File: config.mk
export PLATFORM = sky130hd
export DESIGN_NAME = instr_prefetch_flat
export DESIGN_NICKNAME = d
export VERILOG_FILES = /design/src/rtl/instr_prefetch_if.sv /design/src/rtl/instr_prefetch.sv /design/src/flat_wrapper.sv
export SDC_FILE = /design/constraint.sdc
export NUM_CORES = 1
export LEC_CHECK = 0
export ABC_AREA = 1
export ABC_CLOCK_PERIOD_IN_PS = 3300
export CORE_MARGIN = 1
export CORE_UTILIZATION = 50
export CTS_BUF_LIST = sky130_fd_sc_hd__clkbuf_2 sky130_fd_sc_hd__clkbuf_4 sky130_fd_sc_hd__clkbuf_8
export DETAILED_ROUTE_END_ITERATION = 8
export GPL_TIMING_DRIVEN = 0
export MAX_ROUTING_LAYER = met4
export PLACE_DENSITY = 0.79
export SLEW_MARGIN = 20
export SYNTH_ARGS = -nofsm -noshare
export SYNTH_HDL_FRONTEND = slang
export SYNTH_SLANG_ARGS = --single-unit
File: constraint.sdc
create_clock -name CLK -period 3.3 [get_ports CLK]
set_input_delay 0.66 -clock CLK [delete_from_list [all_inputs] [get_ports CLK]]
set_output_delay 0.66 -clock CLK [all_outputs]
set_load 0.01 [all_outputs]
File: src/rtl/instr_prefetch_if.sv
// Instruction prefetch bus bundle.
// Groups the core-side signals (PC in, Iin/EN_L out) and the instruction
// memory signals (MEM_REQ/MEM_ADDR out, MEM_ACK/MEM_RDATA in).
//   master : used by the prefetch stage (drives Iin, EN_L, MEM_REQ, MEM_ADDR)
//   slave  : used by the core/memory side (drives PC, MEM_ACK, MEM_RDATA)
interface instr_prefetch_if #(
  parameter int AW = 8,
  parameter int IW = 16
) ();
  logic [AW-1:0] PC;
  logic [IW-1:0] Iin;
  logic          EN_L;
  logic          MEM_REQ;
  logic [AW-1:0] MEM_ADDR;
  logic          MEM_ACK;
  logic [IW-1:0] MEM_RDATA;

  modport master (
    input  PC, MEM_ACK, MEM_RDATA,
    output Iin, EN_L, MEM_REQ, MEM_ADDR
  );

  modport slave (
    output PC, MEM_ACK, MEM_RDATA,
    input  Iin, EN_L, MEM_REQ, MEM_ADDR
  );
endinterface

File: src/rtl/instr_prefetch.sv
// Instruction prefetch stage.
// Prefetches consecutive 16-bit instruction words from a variable-latency
// instruction memory into a small FIFO and serves the core's PC with zero
// latency. EN_L=1 stalls the core until the addressed word is buffered.
// Ports:
//   CLK      : clock, all state changes on the rising edge
//   RESET_L  : synchronous reset, active low
//   bus      : instr_prefetch_if.master (PC, Iin, EN_L, MEM_REQ, MEM_ADDR,
//              MEM_ACK, MEM_RDATA)
//   STALL_CNT, FLUSH_CNT : statistics outputs, only when the macro
//              FETCH_STATS_EN is defined
// Parameters: DEPTH (FIFO entries, power of 2, >= 2), AW, IW.
module instr_prefetch #(
  parameter int DEPTH = 2,
  parameter int AW    = 8,
  parameter int IW    = 16
) (
  input  logic               CLK,
  input  logic               RESET_L,
  instr_prefetch_if.master   bus
`ifdef FETCH_STATS_EN
  ,
  output logic [15:0]        STALL_CNT,
  output logic [7:0]         FLUSH_CNT
`endif
);
  localparam int PW = $clog2(DEPTH);
  localparam int CW = PW + 1;

  typedef enum logic [1:0] {IDLE, BUSY, DROP} state_t;

  state_t        state_reg, state_next;
  logic [CW-1:0] count_reg, count_next;
  logic [PW-1:0] head_ptr_reg, head_ptr_next;
  logic [AW-1:0] head_addr_reg, head_addr_next;
  logic [AW-1:0] fetch_addr_reg, fetch_addr_next;
  logic [AW-1:0] mem_addr_reg, mem_addr_next;
  logic          mem_req_reg, mem_req_next;

  // Only data is stored: entry k always holds head_addr + 2k.
  logic [IW-1:0] fifo_data [DEPTH];

  logic [AW-1:0] head_addr_p2;
  logic [AW-1:0] mem_addr_p2;
  logic [AW-1:0] expected_addr;
  logic [PW-1:0] ptr1;
  logic [PW-1:0] wr_ptr;
  logic          has1, has2, hit0, hit1, advance, redirect, push, en_l;

  assign head_addr_p2 = head_addr_reg + AW'(2);
  assign mem_addr_p2  = mem_addr_reg + AW'(2);
  assign ptr1         = head_ptr_reg + PW'(1);
  // Pushes never happen while full, so the slot after the last entry is free.
  assign wr_ptr       = head_ptr_reg + PW'(count_reg);

  assign has1 = (count_reg != '0);
  assign has2 = (count_reg >= CW'(2));
  assign hit0 = has1 && (bus.PC == head_addr_reg);
  assign hit1 = has2 && (bus.PC == head_addr_p2);

  assign en_l      = !(hit0 || hit1);
  assign bus.EN_L  = en_l;
  assign bus.Iin   = hit0 ? fifo_data[head_ptr_reg] :
                     hit1 ? fifo_data[ptr1] : '0;
  assign bus.MEM_REQ  = mem_req_reg;
  assign bus.MEM_ADDR = mem_addr_reg;

  // The core moving one word past the head is the normal sequential case;
  // anything else that differs from the next expected address is a branch.
  assign advance       = has1 && (bus.PC == head_addr_p2);
  assign expected_addr = has1 ? head_addr_reg :
                         (state_reg == BUSY) ? mem_addr_reg : fetch_addr_reg;
  assign redirect      = (bus.PC != expected_addr) && !advance;
  assign push          = (state_reg == BUSY) && bus.MEM_ACK && !redirect;

  always_comb begin
    state_next      = state_reg;
    count_next      = count_reg;
    head_ptr_next   = head_ptr_reg;
    head_addr_next  = head_addr_reg;
    fetch_addr_next = fetch_addr_reg;
    mem_addr_next   = mem_addr_reg;
    mem_req_next    = mem_req_reg;

    if (redirect) begin
      count_next      = '0;
      fetch_addr_next = bus.PC;
    end else if (advance) begin
      count_next     = count_reg - CW'(1);
      head_ptr_next  = ptr1;
      head_addr_next = head_addr_p2;
    end

    if (push) begin
      count_next      = count_next + CW'(1);
      fetch_addr_next = mem_addr_p2;
      // An empty FIFO takes its new head address from the returning request.
      if (!has1) head_addr_next = mem_addr_reg;
    end

    case (state_reg)
      IDLE: begin
        if (count_next < CW'(DEPTH)) begin
          mem_req_next  = 1'b1;
          mem_addr_next = redirect ? bus.PC : fetch_addr_reg;
          state_next    = BUSY;
        end
      end
      BUSY: begin
        if (bus.MEM_ACK) begin
          mem_req_next = 1'b0;
          state_next   = IDLE;
        end else if (redirect) begin
          // The request cannot be withdrawn; wait for its data and drop it.
          state_next = DROP;
        end
      end
      DROP: begin
        if (bus.MEM_ACK) begin
          mem_req_next = 1'b0;
          state_next   = IDLE;
        end
      end
      default: state_next = IDLE;
    endcase
  end

  always_ff @(posedge CLK) begin
    if (!RESET_L) begin
      state_reg      <= IDLE;
      count_reg      <= '0;
      head_ptr_reg   <= '0;
      head_addr_reg  <= '0;
      fetch_addr_reg <= '0;
      mem_addr_reg   <= '0;
      mem_req_reg    <= 1'b0;
    end else begin
      state_reg      <= state_next;
      count_reg      <= count_next;
      head_ptr_reg   <= head_ptr_next;
      head_addr_reg  <= head_addr_next;
      fetch_addr_reg <= fetch_addr_next;
      mem_addr_reg   <= mem_addr_next;
      mem_req_reg    <= mem_req_next;
    end
  end

  always_ff @(posedge CLK) begin
    if (RESET_L && push) fifo_data[wr_ptr] <= bus.MEM_RDATA;
  end

`ifdef FETCH_STATS_EN
  logic [15:0] stall_cnt_reg;
  logic [7:0]  flush_cnt_reg;
  logic        flush_event;

  // A redirect counts only when it throws away buffered or in-flight data.
  assign flush_event = redirect && (has1 || (state_reg == BUSY));

  always_ff @(posedge CLK) begin
    if (!RESET_L) begin
      stall_cnt_reg <= '0;
      flush_cnt_reg <= '0;
    end else begin
      if (en_l && (stall_cnt_reg != '1))        stall_cnt_reg <= stall_cnt_reg + 16'd1;
      if (flush_event && (flush_cnt_reg != '1)) flush_cnt_reg <= flush_cnt_reg + 8'd1;
    end
  end

  assign STALL_CNT = stall_cnt_reg;
  assign FLUSH_CNT = flush_cnt_reg;
`endif
endmodule
File: src/flat_wrapper.sv
// flat-port wrapper written by rule: the top's interface ports become plain ports
module instr_prefetch_flat 
#(
  parameter int DEPTH = 2,
  parameter int AW    = 8,
  parameter int IW    = 16
)
  (CLK, RESET_L, bus_PC, bus_MEM_ACK, bus_MEM_RDATA, bus_Iin, bus_EN_L, bus_MEM_REQ, bus_MEM_ADDR);
  instr_prefetch_if #(.AW(AW), .IW(IW)) bus_i ();
  input  logic CLK;
  input  logic RESET_L;
  input wire logic [$bits(bus_i.PC)-1:0] bus_PC;
  input wire logic [$bits(bus_i.MEM_ACK)-1:0] bus_MEM_ACK;
  input wire logic [$bits(bus_i.MEM_RDATA)-1:0] bus_MEM_RDATA;
  output wire logic [$bits(bus_i.Iin)-1:0] bus_Iin;
  output wire logic [$bits(bus_i.EN_L)-1:0] bus_EN_L;
  output wire logic [$bits(bus_i.MEM_REQ)-1:0] bus_MEM_REQ;
  output wire logic [$bits(bus_i.MEM_ADDR)-1:0] bus_MEM_ADDR;
  assign bus_i.PC = bus_PC;
  assign bus_i.MEM_ACK = bus_MEM_ACK;
  assign bus_i.MEM_RDATA = bus_MEM_RDATA;
  assign bus_Iin = bus_i.Iin;
  assign bus_EN_L = bus_i.EN_L;
  assign bus_MEM_REQ = bus_i.MEM_REQ;
  assign bus_MEM_ADDR = bus_i.MEM_ADDR;
  instr_prefetch #(.DEPTH(DEPTH), .AW(AW), .IW(IW)) u_core (.CLK(CLK), .RESET_L(RESET_L), .bus(bus_i));
endmodule
==> impl_metrics.tcl, run 1 <==
set metrics [dict create \
    fin_ws_ns 0.110 \
    nets 576 \
    die_w_um 88.1 \
    p_int_w 0.00121 \
    p_leak_nw 1.92 \
    cp.required_ns 2.64 \
    synth_edf_count 32 \
    p_per_area_nw_per_um2 363 \
    synthTopCellsByCount "nand2_1, o21ai_0, nor2_1" \
    drive_above_1_share_pct 19.6 \
    p_switching_w 0.000489 \
    place_congestion 0.914 \
    yosys-top-cells-area "edfxtp_1, dfxtp_1, nand2_1" \
    switching_share_pct 28.8 \
    antenna_left 0 \
    route.met2.wl_mm 4.77 \
    hpwl_mm 6.75 \
    syn_area_um2 3700 \
    synth-simple-area-share_pct 26.2 \
    dr.first_iter.drc_count 402 \
    antenna_cells 0 \
    dp.cells 617 \
    combPwrFrac_pct 13.1 \
    nFillCells 625 \
    ys_seq_elements 63 \
    viasPerCell 5.47 \
    cts_hold_buf 0 \
    setup-violations-final 0 \
    crit_arrival_ns 2.53 \
    cts_root_buf "clkbuf_8" \
    synth_top_area_share_pct 26.0 \
    mappedNetlistNets 498 \
    instances_no_fill 645 \
    async_reset_ff_share_pct 0 \
    path_clk_slew_ns 0.07 \
    synth-compound-area-share_pct 10.7 \
    rsz0062_at_grt "true" \
    clkPwrFrac_pct 36.0 \
    worstPathMaxFanout 10 \
    ys.flop_type "edfxtp_1" \
    synth_top_family_by_area "simple AND/OR/NAND/NOR gates" \
    outcome "complete, no violations" \
    multiInputGateArea_um2 1970 \
    relSlewSlack_pct 46.1 \
    dieHeight_um 88.1 \
    route.vias.total 3528 \
    regMostFlops "u_core.fifo_data" \
    highest_layer "met4" \
    dieArea_um2 7750 \
    cts_buffers 9 \
    endpoint_kind "output port" \
    ios 53 \
    ys_warn_count 0 \
    crit_path_start_kind "flop" \
    grt_max_degree 13 \
    syn_inst 463 \
    hold_viol 0 \
    maxCapViolCount 0 \
    timing.fmax_mhz 313 \
    clk_latency_ns 0.36 \
    route.detailed.drc 0 \
    dp_slack_ns -0.840 \
    grt_usage_pct 28.1 \
    crit_type "reg -> out" \
    clock-sinks 63 \
    synth_mux_area_share_pct 9.19 \
    drv_slew 0 \
    avgSynthCellArea_um2 8.00 \
    regArea_um2 1590 \
    cts_max_path_buffers 2 \
    skew_ns 0.00974 \
    yosys.area.top_type "edfxtp_1" \
    largest_register_ffs 32 \
    yosysMostFrequentCell "nand2_1" \
    seqPwrFrac_pct 50.9 \
    met1_length_mm 4.23 \
    rows 31 \
    grt_pass1_vias 3373 \
    min_path_type "reg -> reg" \
    period_needed_ns 3.19 \
    firstDrtPassIters 5 \
    core_area_um2 7210 \
    start_util_pct 51.3 \
    worst_pin_slew_ns 0.808 \
    h-tree-depth 3 \
    peakVddDrop_mv 0.229 \
    portBuffers 52 \
    cts_tree "yes" \
    wl_mm 10.1 \
    synthAdderAreaFrac_pct 2.70 \
    seq_area_frac_synth_pct 42.7 \
    synth_xor_area_share_pct 2.57 \
    ys_types 35 \
    finalCritPeriodShare_pct 96.7 \
    syn2layout_area_growth_pct 26.3 \
    grt_pass1_wl_mm 15.8 \
    wl_per_cell_um 15.6 \
    grt-ovfl-total 0 \
    antenna_found_initial 0 \
    dr_wl_met3_um 638 \
]
-- critical path, cell delays in order (launching register included) --
cell and delay, ns:
dfxtp_2 0.34, inv_1 0.07, ha_2 0.21, buf_6 0.15, a21oi_1 0.11, nand4_1 0.17
a2111oi_4 0.41, buf_4 0.18, clkbuf_8 0.14, buf_12 0.11, nand2_1 0.05, o21ai_1 0.08
buf_2 0.15
-- power groups by stage --
stage                     sequential [W]  combinational, W  clock [W]
final                           0.000865          0.000222   0.000612
after global placement          0.000882          0.000207          0
after detailed placement        0.000882          0.000211          0
after CTS                       0.000865          0.000215   0.000609
after floorplan                 0.000882          0.000114          0
after global routing            0.000868          0.000246   0.000647
-- stage by stage --
stage / setup TNS, ns / power (W) / util [%] / area [um2] / hold WS (ns)
floorplan: 0 / 0.000997 / - / 3700 / 0.463
global placement: -54.70 / 0.00109 / 60.2 / 4350 / 0.469
detailed placement: -16.28 / 0.00109 / 60.8 / 4380 / 0.484
CTS: 0 / 0.00169 / 64.7 / 4670 / 0.504
global route: -0.0124 / 0.00176 / 64.8 / 4680 / 0.547
finish: 0 / 0.00170 / 64.8 / 4680 / 0.490
-- placed cells by master, fill, tap and decap left out, types with 2 or more instances in the layout --
cell,count
nor2_1,42
buf_4,14
o21ai_2,2
xnor2_1,3
o21ai_0,39
edfxtp_1,32
a311oi_1,2
xor2_1,6
a211oi_1,3
mux2_2,16
clkinv_4,3
dfxtp_1,27
o31ai_2,2
buf_6,2
buf_2,11
nand2_2,3
ha_1,7
dlygate4sd2_1,9
o21ai_1,4
nor2_2,3
nand3_1,30
clkdlybuf4s15_1,2
nor2_4,3
dfxtp_2,4
clkinv_2,3
clkbuf_1,7
clkbuf_2,6
inv_1,26
clkbuf_8,11
mux2i_1,16
clkinv_1,3
nand2_1,128
nand2_4,4
clkdlybuf4s50_1,27
inv_2,10
nand4_1,5
a21oi_1,16
-- metal layers --
metal,up-vias,GRT usage (%)
li1,1712,-
met1,1601,33.7
met2,167,44.9
met3,48,5.09
met4,0,15.4
met5,-,-
-- area by class of cell --
class	instances	area share (%)
plain buffers	15	1.98
clock buffers	9	2.65
clock inverters	7	1.04
inverters	40	3.32
multi-input cells	345	42.1
flip-flops and latches	63	33.9
well taps	99	2.65
repair buffers	67	12.3
-- final timing paths --
kind	startpoint	end	slack (ns)	depth (start not counted)
setup / recovery	u_core.count_reg[1]	bus_Iin[10]	0.11	12
hold / removal	u_core.bus.MEM_REQ	u_core.bus.MEM_REQ	0.49	2
setup reg to reg	u_core.state_reg[1]	u_core.fifo_data[1][2]	0.29	16
hold reg to reg	u_core.bus.MEM_REQ	u_core.bus.MEM_REQ	0.49	2
-- kinds of logic after synthesis --
logic type	Yosys count
adder cells (fa/ha/maj)	8
AO/OA/AOI/OAI	73
AND/OR/NAND/NOR	222
multiplexers	32
flip-flops	63
buffers and inverters	55
XOR/XNOR	10
-- repair_timing --
item / CTS / global route
pin swaps: 4 / 4
buffers inserted: 11 / 1
gates cloned: 0 / 0
endpoints found under the setup margin: 17 / 35
gates resized for setup: 54 / 52
(Power assumes the default switching activity.)
==> run 2: changes to the inputs <==
Settings changed: SKIP_LAST_GASP set to 1.
==> run 2 against run 1 <==
Sequential share of layout area unchanged. Design area is the same. Clock skew is the same. Sequential power hardly changed. Die area stayed put. Clock power is essentially flat. Final cell count unchanged. Core utilization unchanged. Wire length about the same.
==> impl_metrics.tcl, run 2 (synthesis gave the netlist of run 1 again) <==
set metrics [dict create \
    crit_arrival_ns 2.53 \
    core_area_um2 7210 \
    switching_share_pct 28.8 \
    crit_path_start_kind "flop" \
    grt_max_degree 13 \
    wl_mm 10.1 \
    outcome "complete, no violations" \
    clk_latency_ns 0.36 \
    skew_ns 0.00974 \
    rrSetupSlack_ns 0.29 \
    antenna_found_initial 0 \
    combPwrFrac_pct 13.1 \
    hold_viol 0 \
    wl_per_cell_um 15.6 \
    reg2regPathDepth 16 \
    largest_register_ffs 32 \
    cts_max_path_buffers 2 \
    p_switching_w 0.000489 \
    r2r-start "u_core.state_reg[1]" \
    antenna_cells 0 \
    p_int_w 0.00121 \
    cp_slowest_cell "a2111oi_4" \
    min_path_type "reg -> reg" \
    crit_type "reg -> out" \
    slowest_delay_ns 0.41 \
    crit_buf_inv 6 \
    hpwl_mm 6.75 \
    viasPerCell 5.47 \
    clock-sinks 63 \
    place_congestion 0.914 \
    nets 576 \
    worst_pin_slew_ns 0.808 \
    path_clk_slew_ns 0.07 \
    instances_no_fill 645 \
    p_leak_nw 1.92 \
    cts_tree "yes" \
    worstHoldStart "u_core.bus.MEM_REQ" \
    start_util_pct 51.3 \
    period_needed_ns 3.19 \
    rsz0062_at_grt "true" \
    route.vias.total 3528 \
    grt_pass1_vias 3373 \
    grt_pass1_wl_mm 15.8 \
    drive_above_1_share_pct 19.6 \
    relSlewSlack_pct 46.1 \
    dr.first_iter.drc_count 402 \
    total_power_w 0.00170 \
    cts_root_buf "clkbuf_8" \
    timing.fmax_mhz 313 \
    grt-ovfl-total 0 \
    setup-violations-final 0 \
    p_per_area_nw_per_um2 363 \
    hold_end "u_core.bus.MEM_REQ" \
    drv_slew 0 \
    rows 31 \
    dieHeight_um 88.1 \
    peakVddDrop_mv 0.229 \
    syn2layout_area_growth_pct 26.3 \
    grt_usage_pct 28.1 \
    clkPwrFrac_pct 36.0 \
    die_w_um 88.1 \
    fin_area_um2 4680 \
    portBuffers 52 \
    antenna_left 0 \
    firstDrtPassIters 5 \
    dieArea_um2 7750 \
    ios 53 \
    place_area_um2 4380 \
    cp.required_ns 2.64 \
    layout_commonest_cell "nand2_1" \
    seqPwrFrac_pct 50.9 \
    r2r_end "u_core.fifo_data[1][2]" \
    holdWs_ns 0.490 \
    h-tree-depth 3 \
    layout_common_cells "nand2_1, nor2_1, o21ai_0" \
    dp.cells 617 \
    endpoint_kind "output port" \
    route.detailed.drc 0 \
    hold_path_depth 2 \
    finalCritPeriodShare_pct 96.7 \
    worstPathMaxFanout 10 \
    path_delay_family "buffers and inverters" \
    path_cells "inv_1 -> ha_2 -> buf_6 -> a21oi_1 -> nand4_1 -> a2111oi_4 -> buf_4 -> clkbuf_8 -> buf_12 -> nand2_1 -> o21ai_1 -> buf_2" \
    regMostFlops "u_core.fifo_data" \
    cts_buffers 9 \
    maxCapViolCount 0 \
]
-- run 2: tightest hold or removal path, stage by stage (launching register included) --
cell	delay (ns)
dfxtp_1	0.33
a21oi_1	0.04
nor2_1	0.08
-- run 2: worst max-delay path by stage --
stage	startpoint	cells past startpoint	to	slack [ns]
global placement	bus_PC[4]	13	u_core.fifo_data[0][5]	-1.41
floorplan	u_core.count_reg[0]	14	u_core.fifo_data[0][0]	0.04
finish	u_core.count_reg[1]	12	bus_Iin[10]	0.11
detailed placement	bus_PC[5]	10	bus_Iin[6]	-0.84
CTS	u_core.head_addr_reg[2]	13	bus_Iin[6]	0.01
global route	u_core.head_addr_reg[1]	14	bus_Iin[8]	-0.06
-- run 2: routing by layer --
layer  up-vias  GRT usage [%]  routed length, um
met5         -              -                  0
met4         0           15.4                443
met3        48           5.09                638
met2       167           44.9               4770
met1      1601           33.7               4230
li1       1712              -                  -
-- run 2: final cells by class --
cell class / instances / area, um2
clock buffers: 9 / 124
repair buffers: 67 / 576
well taps: 99 / 124
fillers: 625 / 2540
plain buffers: 15 / 92.6
clock inverters: 7 / 48.8
flip-flops and latches: 63 / 1590
multi-input cells: 345 / 1970
inverters: 40 / 155
-- run 2: timing repair --
action                     in CTS  in global routing
setup buffers                  11                  1
gates resized for setup        54                 51
hold buffers                    0                  0
setup endpoints to repair      17                 35
pin swaps                       4                  4
-- run 2: metrics by stage --
step | setup WS [ns] | TNS, ns | utilization [%]
final | 0.110 | 0 | 64.8
after global routing | -0.0585 | -0.0701 | 64.8
after CTS | 0.0112 | 0 | 64.7
after detailed placement | -0.840 | -16.28 | 60.8
after global placement | -1.41 | -54.70 | 60.2
after floorplan | 0.0425 | 0 | -
-- run 2: power groups by stage --
stage / combinational (W) / clock, W / sequential, W
global placement: 0.000207 / 0 / 0.000882
finish: 0.000222 / 0.000612 / 0.000865
floorplan: 0.000114 / 0 / 0.000882
CTS: 0.000215 / 0.000609 / 0.000865
global route: 0.000246 / 0.000647 / 0.000868
detailed placement: 0.000211 / 0 / 0.000882
==> run 3: changes to the inputs <==
Settings changed: CORE_MARGIN 1 to 3.
==> run 3 against run 2 <==
Register-to-register slack about the same. Non-clock buffer count decreased by 1. Final cell count decreased by 0.62%. Critical path depth increased by 1. Clock skew increased by 0.0051 ns. Clock-buffer cell count unchanged.
==> impl_metrics.tcl, run 3 (synthesis gave the netlist of run 1 again) <==
set metrics [dict create \
    outcome "complete, no violations" \
    r2r_end "u_core.fifo_data[1][14]" \
    instances_no_fill 641 \
    clkPwrFrac_pct 41.7 \
    peakVddDrop_mv 0.235 \
    clk_latency_ns 0.35 \
    hold_path_depth 2 \
    layout_commonest_cell "nand2_1" \
    grt_max_degree 14 \
    setup-violations-final 0 \
    cts_tree "yes" \
    path_cells "clkdlybuf4s50_1 -> inv_1 -> nand2_2 -> nand2_1 -> nand2_1 -> nand3_1 -> nor2_4 -> nand2_1 -> nor2_2 -> inv_2 -> clkbuf_8 -> o21ai_0 -> buf_2" \
    regArea_um2 1590 \
    cts_hold_buf 0 \
    cts_buffers 9 \
    drv_slew 0 \
    viasPerCell 5.53 \
    p_per_area_nw_per_um2 397 \
    start_util_pct 53.0 \
    reg2regPathDepth 15 \
    combPwrFrac_pct 12.0 \
    grt_usage_pct 25.0 \
    dr.first_iter.drc_count 252 \
    cts_root_buf "clkbuf_8" \
    multiInputGateArea_um2 1970 \
    firstDrtPassIters 6 \
    skew_ns 0.0148 \
    hold_viol 0 \
    seqPwrFrac_pct 46.3 \
    core_area_um2 6980 \
    wl_mm 10.2 \
    wl_per_cell_um 15.8 \
    timing.fmax_mhz 310 \
    hpwl_mm 7.05 \
    syn2layout_area_growth_pct 27.2 \
    cts_max_path_buffers 2 \
    dp_slack_ns -0.827 \
    rows 30 \
    slowest_delay_ns 0.50 \
    cp.required_ns 2.64 \
    p_leak_nw 1.94 \
    final_core_util_pct 67.4 \
    grt_pass1_wl_mm 16.3 \
    grt_pass1_vias 3454 \
    maxCapViolCount 0 \
    regMostFlops "u_core.fifo_data" \
    nFillCells 585 \
    ios 53 \
    crit_path_frequent_cell "nand2_1" \
    worstHoldStart "u_core.bus.MEM_REQ" \
    dieArea_um2 8470 \
    nets 575 \
    portBuffers 52 \
    hold_end "u_core.bus.MEM_REQ" \
    antenna_left 0 \
    relSlewSlack_pct 47.1 \
    drive_above_1_share_pct 19.6 \
    clock-sinks 63 \
    r2r-start "u_core.count_reg[0]" \
    switching_share_pct 26.4 \
    largest_register_ffs 32 \
    place_congestion 0.976 \
    total_power_w 0.00187 \
    fin_ws_ns 0.0790 \
    p_int_w 0.00137 \
    path_clk_slew_ns 0.07 \
    p_switching_w 0.000493 \
    dieHeight_um 92.1 \
    crit_type "in -> out" \
    crit_path_start_kind "input pin" \
    layout_common_cells "nand2_1, nor2_1, o21ai_0" \
    finalCritPeriodShare_pct 97.6 \
    cp_slowest_cell "clkdlybuf4s50_1" \
    route.vias.total 3547 \
    worstPathMaxFanout 10 \
    period_needed_ns 3.22 \
    h-tree-depth 3 \
    dp.cells 615 \
    die_w_um 92.1 \
    antenna_found_initial 0 \
    grt-ovfl-total 0 \
    min_path_type "reg -> reg" \
    worst_pin_slew_ns 0.793 \
    endpoint_kind "output port" \
    route.detailed.drc 0 \
    crit_arrival_ns 2.56 \
    rrSetupSlack_ns 0.29 \
    antenna_cells 0 \
]
-- run 3: cell count changes in the layout (fill, tap and decap cells not counted), sizes merged --
| cell | previous run | this run |
|---|---|---|
| buf | 28 | 30 |
| dlygate4sd2 | 9 | 3 |
| bufinv | 0 | 2 |
| clkdlybuf4s50 | 27 | 28 |
| dlymetal6s2s | 1 | 3 |
| clkinv | 9 | 4 |
| inv | 37 | 40 |
-- run 3: final cells by class --
type	count	area share, %
multi-input combinational	345	41.8
sequential	63	33.7
timing repair buffer	67	12.2
inverter	40	3.30
clock buffer	9	2.63
tap	96	2.55
clock inverter	7	2.13
buffer	14	1.73
-- run 3: per-stage QoR --
step	cell area, um2	setup TNS [ns]	hold slack [ns]
6_report	4710	0	0.506
5_1_grt	4710	-0.0313	0.532
4_1_cts	4680	-0.0614	0.506
3_5_place_dp	4380	-15.69	0.486
3_3_place_gp	4340	-56.86	0.473
2_1_floorplan	3700	0	0.463
-- run 3: routing by layer --
layer  track usage (%)  share of wire (%)  vias up
met5                 -                  0        -
met2              41.1                 49      136
met1              30.5                 43     1687
met4              9.90                1.8        0
li1                  -                  -     1705
met3              4.68                6.1       19
-- run 3: timing repair --
item	CTS	global route
resized for setup	82	28
pin swaps	1	5
setup buffers	5	6
setup endpoints to repair	17	40
-- run 3: critical path, delay by kind of cell --
kind / cells / cell delay, ns
and+or+nand+nor: 7 / 0.68
buffers and inverters: 5 / 1.06
AOI/OAI and AO/OA: 1 / 0.17
-- run 3: worst max-delay path by stage --
stage | depth (start not counted) | slack [ns] | endpoint | from
detailed placement | 10 | -0.83 | bus_Iin[15] | bus_PC[5]
CTS | 10 | -0.03 | bus_Iin[6] | bus_PC[5]
floorplan | 14 | 0.04 | u_core.fifo_data[0][0] | u_core.count_reg[0]
global route | 14 | -0.01 | bus_Iin[11] | u_core.head_addr_reg[2]
global placement | 13 | -1.46 | u_core.fifo_data[0][7] | bus_PC[4]
finish | 13 | 0.08 | bus_Iin[11] | bus_PC[7]
-- run 3: power by group through the flow --
stage               Combinational, W  Sequential (W)  Clock (W)
floorplan                   0.000114        0.000882          0
global placement            0.000209        0.000882          0
detailed placement          0.000214        0.000882          0
CTS                         0.000216        0.000865   0.000777
global route                0.000248        0.000868   0.000809
finish                      0.000224        0.000865   0.000778
==> RTL edit 1: new RTL, flow settings as in run 3 <==
`IW` is set to 16 in 3 places; all go to 32.
--- a/src/rtl/instr_prefetch_if.sv
+++ b/src/rtl/instr_prefetch_if.sv
@@ -5,7 +5,7 @@
 //   slave  : used by the core/memory side (drives PC, MEM_ACK, MEM_RDATA)
 interface instr_prefetch_if #(
   parameter int AW = 8,
-  parameter int IW = 16
+  parameter int IW = 32
 ) ();
   logic [AW-1:0] PC;
   logic [IW-1:0] Iin;
--- a/src/rtl/instr_prefetch.sv
+++ b/src/rtl/instr_prefetch.sv
@@ -13,7 +13,7 @@
 module instr_prefetch #(
   parameter int DEPTH = 2,
   parameter int AW    = 8,
-  parameter int IW    = 16
+  parameter int IW    = 32
 ) (
   input  logic               CLK,
   input  logic               RESET_L,
--- a/src/flat_wrapper.sv
+++ b/src/flat_wrapper.sv
@@ -3,7 +3,7 @@
 #(
   parameter int DEPTH = 2,
   parameter int AW    = 8,
-  parameter int IW    = 16
+  parameter int IW    = 32
 )
   (CLK, RESET_L, bus_PC, bus_MEM_ACK, bus_MEM_RDATA, bus_Iin, bus_EN_L, bus_MEM_REQ, bus_MEM_ADDR);
   instr_prefetch_if #(.AW(AW), .IW(IW)) bus_i ();
Interface: changed (resized bus_Iin and bus_MEM_RDATA); port bits go from 53 to 85. The function was not compared with the original's and may differ.
==> RTL edit 1 against run 3 <==
First-iteration DRC count increased by 60%. Power increased by 28%. Sequential cell count increased by 32. Setup slack about the same. Area after synthesis increased by 44%. Final area increased by 46%. Clock power increased by 4.8%. Via count increased by 30%. Routed wire length increased by 40%. Critical path type is now reg -> out. Largest cell class unchanged.
==> RTL edit 1: results <==
{
  "outcome": "finished clean",
  "ir_drop_uv": 308.6,
  "grtUsageMet2_pct": 38.77,
  "gp_congestion": 0.9139,
  "r2r-start": "u_core.state_reg[1]",
  "yosys-top-cells-area": "edfxtp_1, dfxtp_1, nand2_1, mux2_2, mux2i_1",
  "buffers": 132,
  "hpwl_mm": 9.752,
  "clkCellAreaFrac_pct": 2.992,
  "hold_end": "u_core.bus.MEM_ADDR[0]",
  "synth-edff-count": 64,
  "cts_resized": 178,
  "startpoint": "u_core.count_reg[0]",
  "drive_gt1_share_pct": 26.19,
  "inv_count": 48,
  "crit_end": "bus_Iin[31]",
  "place_area_sq_um": 6401,
  "met1_usage_pct": 29.35,
  "fillCellCount": 768,
  "nonClkBufAreaFrac_pct": 15.96,
  "ff_latch_area_sq_um": 2550,
  "reg2reg_depth": 17,
  "setup_violations": 0,
  "dr.pass1.iters": 5,
  "yosysUniqueCellTypes": 37,
  "synthTopCellsByCount": "nand2_1, edfxtp_1, inv_1",
  "wl_met1_mm": 5.975,
  "postCtsSetupBuffers": 8,
  "viasPerCell": 5.589,
  "core_area_sq_um": 10320,
  "crit_path_top_delay_cell": "dfxtp_2",
  "worstMarginPinSlew_ps": 761.5,
  "reg2reg_to": "u_core.fifo_data[1][21]",
  "grt_pass1_vias": 4422,
  "grt_pass1_wl_mm": 21.46,
  "nMultiInputCombCells": 400,
  "p_leak_nw": 2.693,
  "worstHoldStart": "u_core.bus.MEM_ADDR[0]",
  "clk_latency_ps": 380,
  "timing.reg2reg.setup_slack_ps": 200,
  "drt-initial-drc-count": 404,
  "ys.flop_type": "edfxtp_1",
  "seq_cells": 95,
  "holdWs_ps": 523.1,
  "synth_fp_nets": 620,
  "wl_met2_mm": 6.958,
  "cpPeakStageDelay_ps": 370,
  "fin_nets": 737,
  "multi_input_area_sq_um": 2644,
  "grt_use_total_pct": 23.92
}
RTL edit 1: cell types whose count changed in the layout (fill, tap and decap cells not counted), sizes merged, moves of 4 or more:
cell / change
edfxtp: +32
nor2: -30
o31ai: +29
buf: +28
nand2: +19
a21oi: +17
mux2: +16
mux2i: +16
clkdlybuf4s50: +15
inv: +10
clkbuf: +9
o21ai: -9
clkinv: -4
xor2: +4
RTL edit 1: metrics by stage:
step / instances / setup slack, ps / utilization [%] / TNS [ps] / power [W]
floorplan: 569 / 222.3 / - / 0 / 0.001469
global placement: 788 / -995.0 / 61.42 / -81590 / 0.001586
detailed placement: 792 / -789.3 / 62.00 / -39010 / 0.001595
CTS: 818 / 1.311 / 64.91 / 0 / 0.002388
global route: 827 / -27.56 / 66.43 / -583.8 / 0.002462
finish: 827 / 79.04 / 66.43 / 0 / 0.002390
RTL edit 1: tightest hold or removal path, delay by kind of cell (launching register included):
family / cells / cell delay, ps
buffers and inverters: 1 / 90
DFF: 1 / 340
AOI/OAI and AO/OA: 1 / 50
RTL edit 1: report_power, final:
part | leakage, nW | internal (W) | total [W] | switching [W]
Combinational | 1.76 | 0.000119 | 0.000265 | 0.000145
Clock | 0.0988 | 0.000370 | 0.000815 | 0.000446
Sequential | 0.832 | 0.00129 | 0.00131 | 0.0000239
Total | 2.69 | 0.00178 | 0.00239 | 0.000615
RTL edit 1: cell families (layout without fill, tap and decap cells):
kind of cell               count (synthesis)  after routing  share of synthesized area, %
AOI/OAI and AO/OA                        105            105                         12.38
xor gates and xnor gates                  13             13                         2.141
adders and majority gates                  8              8                         1.882
buffers and inverters                     74            196                         5.506
DFF                                       95             95                         47.81
muxes                                     64             64                         12.80
and+or+nand+nor                          210            210                         17.48
==> RTL edit 2: new RTL, flow settings as in run 3 <==
Made on the original files. The 3 states of `state_t` get a one-hot encoding in 3 bits.
--- a/src/rtl/instr_prefetch.sv
+++ b/src/rtl/instr_prefetch.sv
@@ -27,7 +27,7 @@
   localparam int PW = $clog2(DEPTH);
   localparam int CW = PW + 1;
 
-  typedef enum logic [1:0] {IDLE, BUSY, DROP} state_t;
+  typedef enum logic [2:0] {IDLE = 3'b001, BUSY = 3'b010, DROP = 3'b100} state_t;
 
   state_t        state_reg, state_next;
   logic [CW-1:0] count_reg, count_next;
Formal check against the unedited RTL: same outputs for any inputs over 10 cycles, from zero or initial values and one cycle with RESET_L low; not proved beyond that.
==> RTL edit 2 against run 3 <==
Routed wire length grew 7.5%. Die area grew 6.0%. Final area grew 4.8%. Register-to-register slack lost 30 ps. Synthesized cell count grew 15%. Sequential power grew 2.9%. Power shrank 3.5%. Non-clock buffer count grew 1. Sequential cell count grew 1. Via count grew 12%. Area after synthesis grew 6.4%. Setup slack lost 9.0 ps. Critical endpoint is now bus_Iin[9]. Largest cell class unchanged. Highest routed layer unchanged.
==> RTL edit 2: results <==
{
  "synth_fp_nets": 564,
  "grt_pass1_vias": 3672,
  "p_leak_nw": 2.119,
  "wirelength_mm": 10.92,
  "synth_adder_area_share_pct": 1.271,
  "dr.pass1.iters": 5,
  "yosys.area_share.xor_xnor_pct": 3.558,
  "vias": 3960,
  "largest_reg_flops": 32,
  "worstPathMaxFanout": 10,
  "yosysSeqAreaShare_pct": 40.66,
  "yosys_warnings": 0,
  "drive_gt1_share_pct": 15.88,
  "grt_max_degree": 17,
  "worstPathArrival_ps": 2570,
  "ant_nets": 0,
  "ir_drop_uv": 363.1,
  "gp_congestion": 0.8744,
  "drt-initial-drc-count": 318,
  "numCtsBuffers": 9,
  "fin_nets": 637,
  "clk_latency_ps": 360,
  "hold_path_depth": 2,
  "root_buffer": "clkbuf_8",
  "muxShareOfSynthArea_pct": 3.335,
  "finalClockSkew_ps": 5.423,
  "antenna_cells": 0,
  "synthTopCellsByCount": "nand2_1, o21ai_0, nand3_1",
  "yosys-top-cells-area": "edfxtp_1, dfxtp_1, nand2_1, o21ai_0, nand3_1",
  "yosysUniqueCellTypes": 38,
  "cpPeakStageDelay_ps": 490,
  "hold_end": "u_core.bus.MEM_REQ",
  "place_ws_ps": -848.7,
  "synth-edff-count": 32,
  "slew_headroom_pct": 32.36,
  "htreeDepth": 3,
  "async_flop_share_pct": 0,
  "hpwl_mm": 7.709,
  "fillCellCount": 617,
  "reg2reg_to": "u_core.fifo_data[1][5]",
  "timing.reg2reg.setup_slack_ps": 260,
  "grt_pass1_wl_mm": 17.45,
  "synth_compound_area_share_pct": 12.39,
  "reg2reg_depth": 16,
  "outcome": "finished clean",
  "antenna_found_initial": 0,
  "ys.flop_type": "edfxtp_1",
  "grt_use_total_pct": 25.94,
  "r2r-start": "u_core.count_reg[0]",
  "holdWs_ps": 497.4,
  "synth_top_family_by_area": "simple AND/OR/NAND/NOR gates"
}
[RTL edit 2: area by class of cell]
type	instances	area, sq um	area share [%]
repair buffers	63	584.3	11.85
multi-input cells	396	2091	42.39
well taps	99	123.9	2.511
flip-flops and latches	64	1607	32.57
inverters	53	203.9	4.135
plain buffers	19	128.9	2.613
clock buffers	9	123.9	2.511
clock inverters	7	70.07	1.421
[RTL edit 2: worst max path at each step]
stage / startpoint / to / slack [ps] / depth (start not counted)
6_report: bus_PC[7] / bus_Iin[9] / 70 / 8
5_1_grt: bus_PC[5] / bus_Iin[15] / 7 / 14
4_1_cts: bus_PC[2] / bus_Iin[0] / -70 / 12
3_5_place_dp: bus_PC[2] / bus_Iin[0] / -850 / 11
3_3_place_gp: bus_PC[1] / u_core.fifo_data[0][7] / -890 / 11
2_1_floorplan: u_core.head_addr_reg[1] / u_core.fifo_data[0][0] / 370 / 12
[RTL edit 2: timing repair]
item                                    in CTS  in global routing
buffers inserted                            11                  0
pin swaps                                    6                  1
endpoints found under the setup margin      49                 32
resized for setup                           86                 12
[RTL edit 2: layer usage]
metal / up-vias / share of wire (%) / global-route usage (%)
li1: 1913 / - / -
met1: 1840 / 42 / 33.10
met4: 0 / 2.3 / 10.94
met3: 29 / 7.4 / 3.904
met2: 178 / 49 / 41.16
met5: - / 0 / -
[RTL edit 2: cells by family after synthesis]
family          count (synthesis)
compound gates                 93
xor+xnor                       16
fa+ha+maj                       4
buf+inv                        73
flops                          64
mux                            13
simple gates                  270
[RTL edit 2: stage by stage]
step	instances	cell area, sq um
2_1_floorplan	533	3949
3_3_place_gp	684	4593
3_5_place_dp	684	4606
4_1_cts	711	4916
5_1_grt	710	4932
6_report	710	4932
[RTL edit 2: report_power, final]
part | total (W) | switching [W] | internal, W
clock | 0.000669 | 0.000322 | 0.000347
sequential | 0.000890 | 0.0000323 | 0.000857
combinational | 0.000244 | 0.000135 | 0.000108
[RTL edit 2: worst reg2reg max path, stage by stage, from the launching register on]
cell and delay, ps:
dfxtp_2 360, inv_1 90, ha_4 240, inv_1 90, buf_2 270, nand2_1 120
nand2_1 80, nand2_1 50, nand2_1 70, nand2_1 60, nor2_1 80, nand2_1 70
nand2_2 110, nand2_2 170, clkbuf_1 360, nor3_4 330, buf_12 190
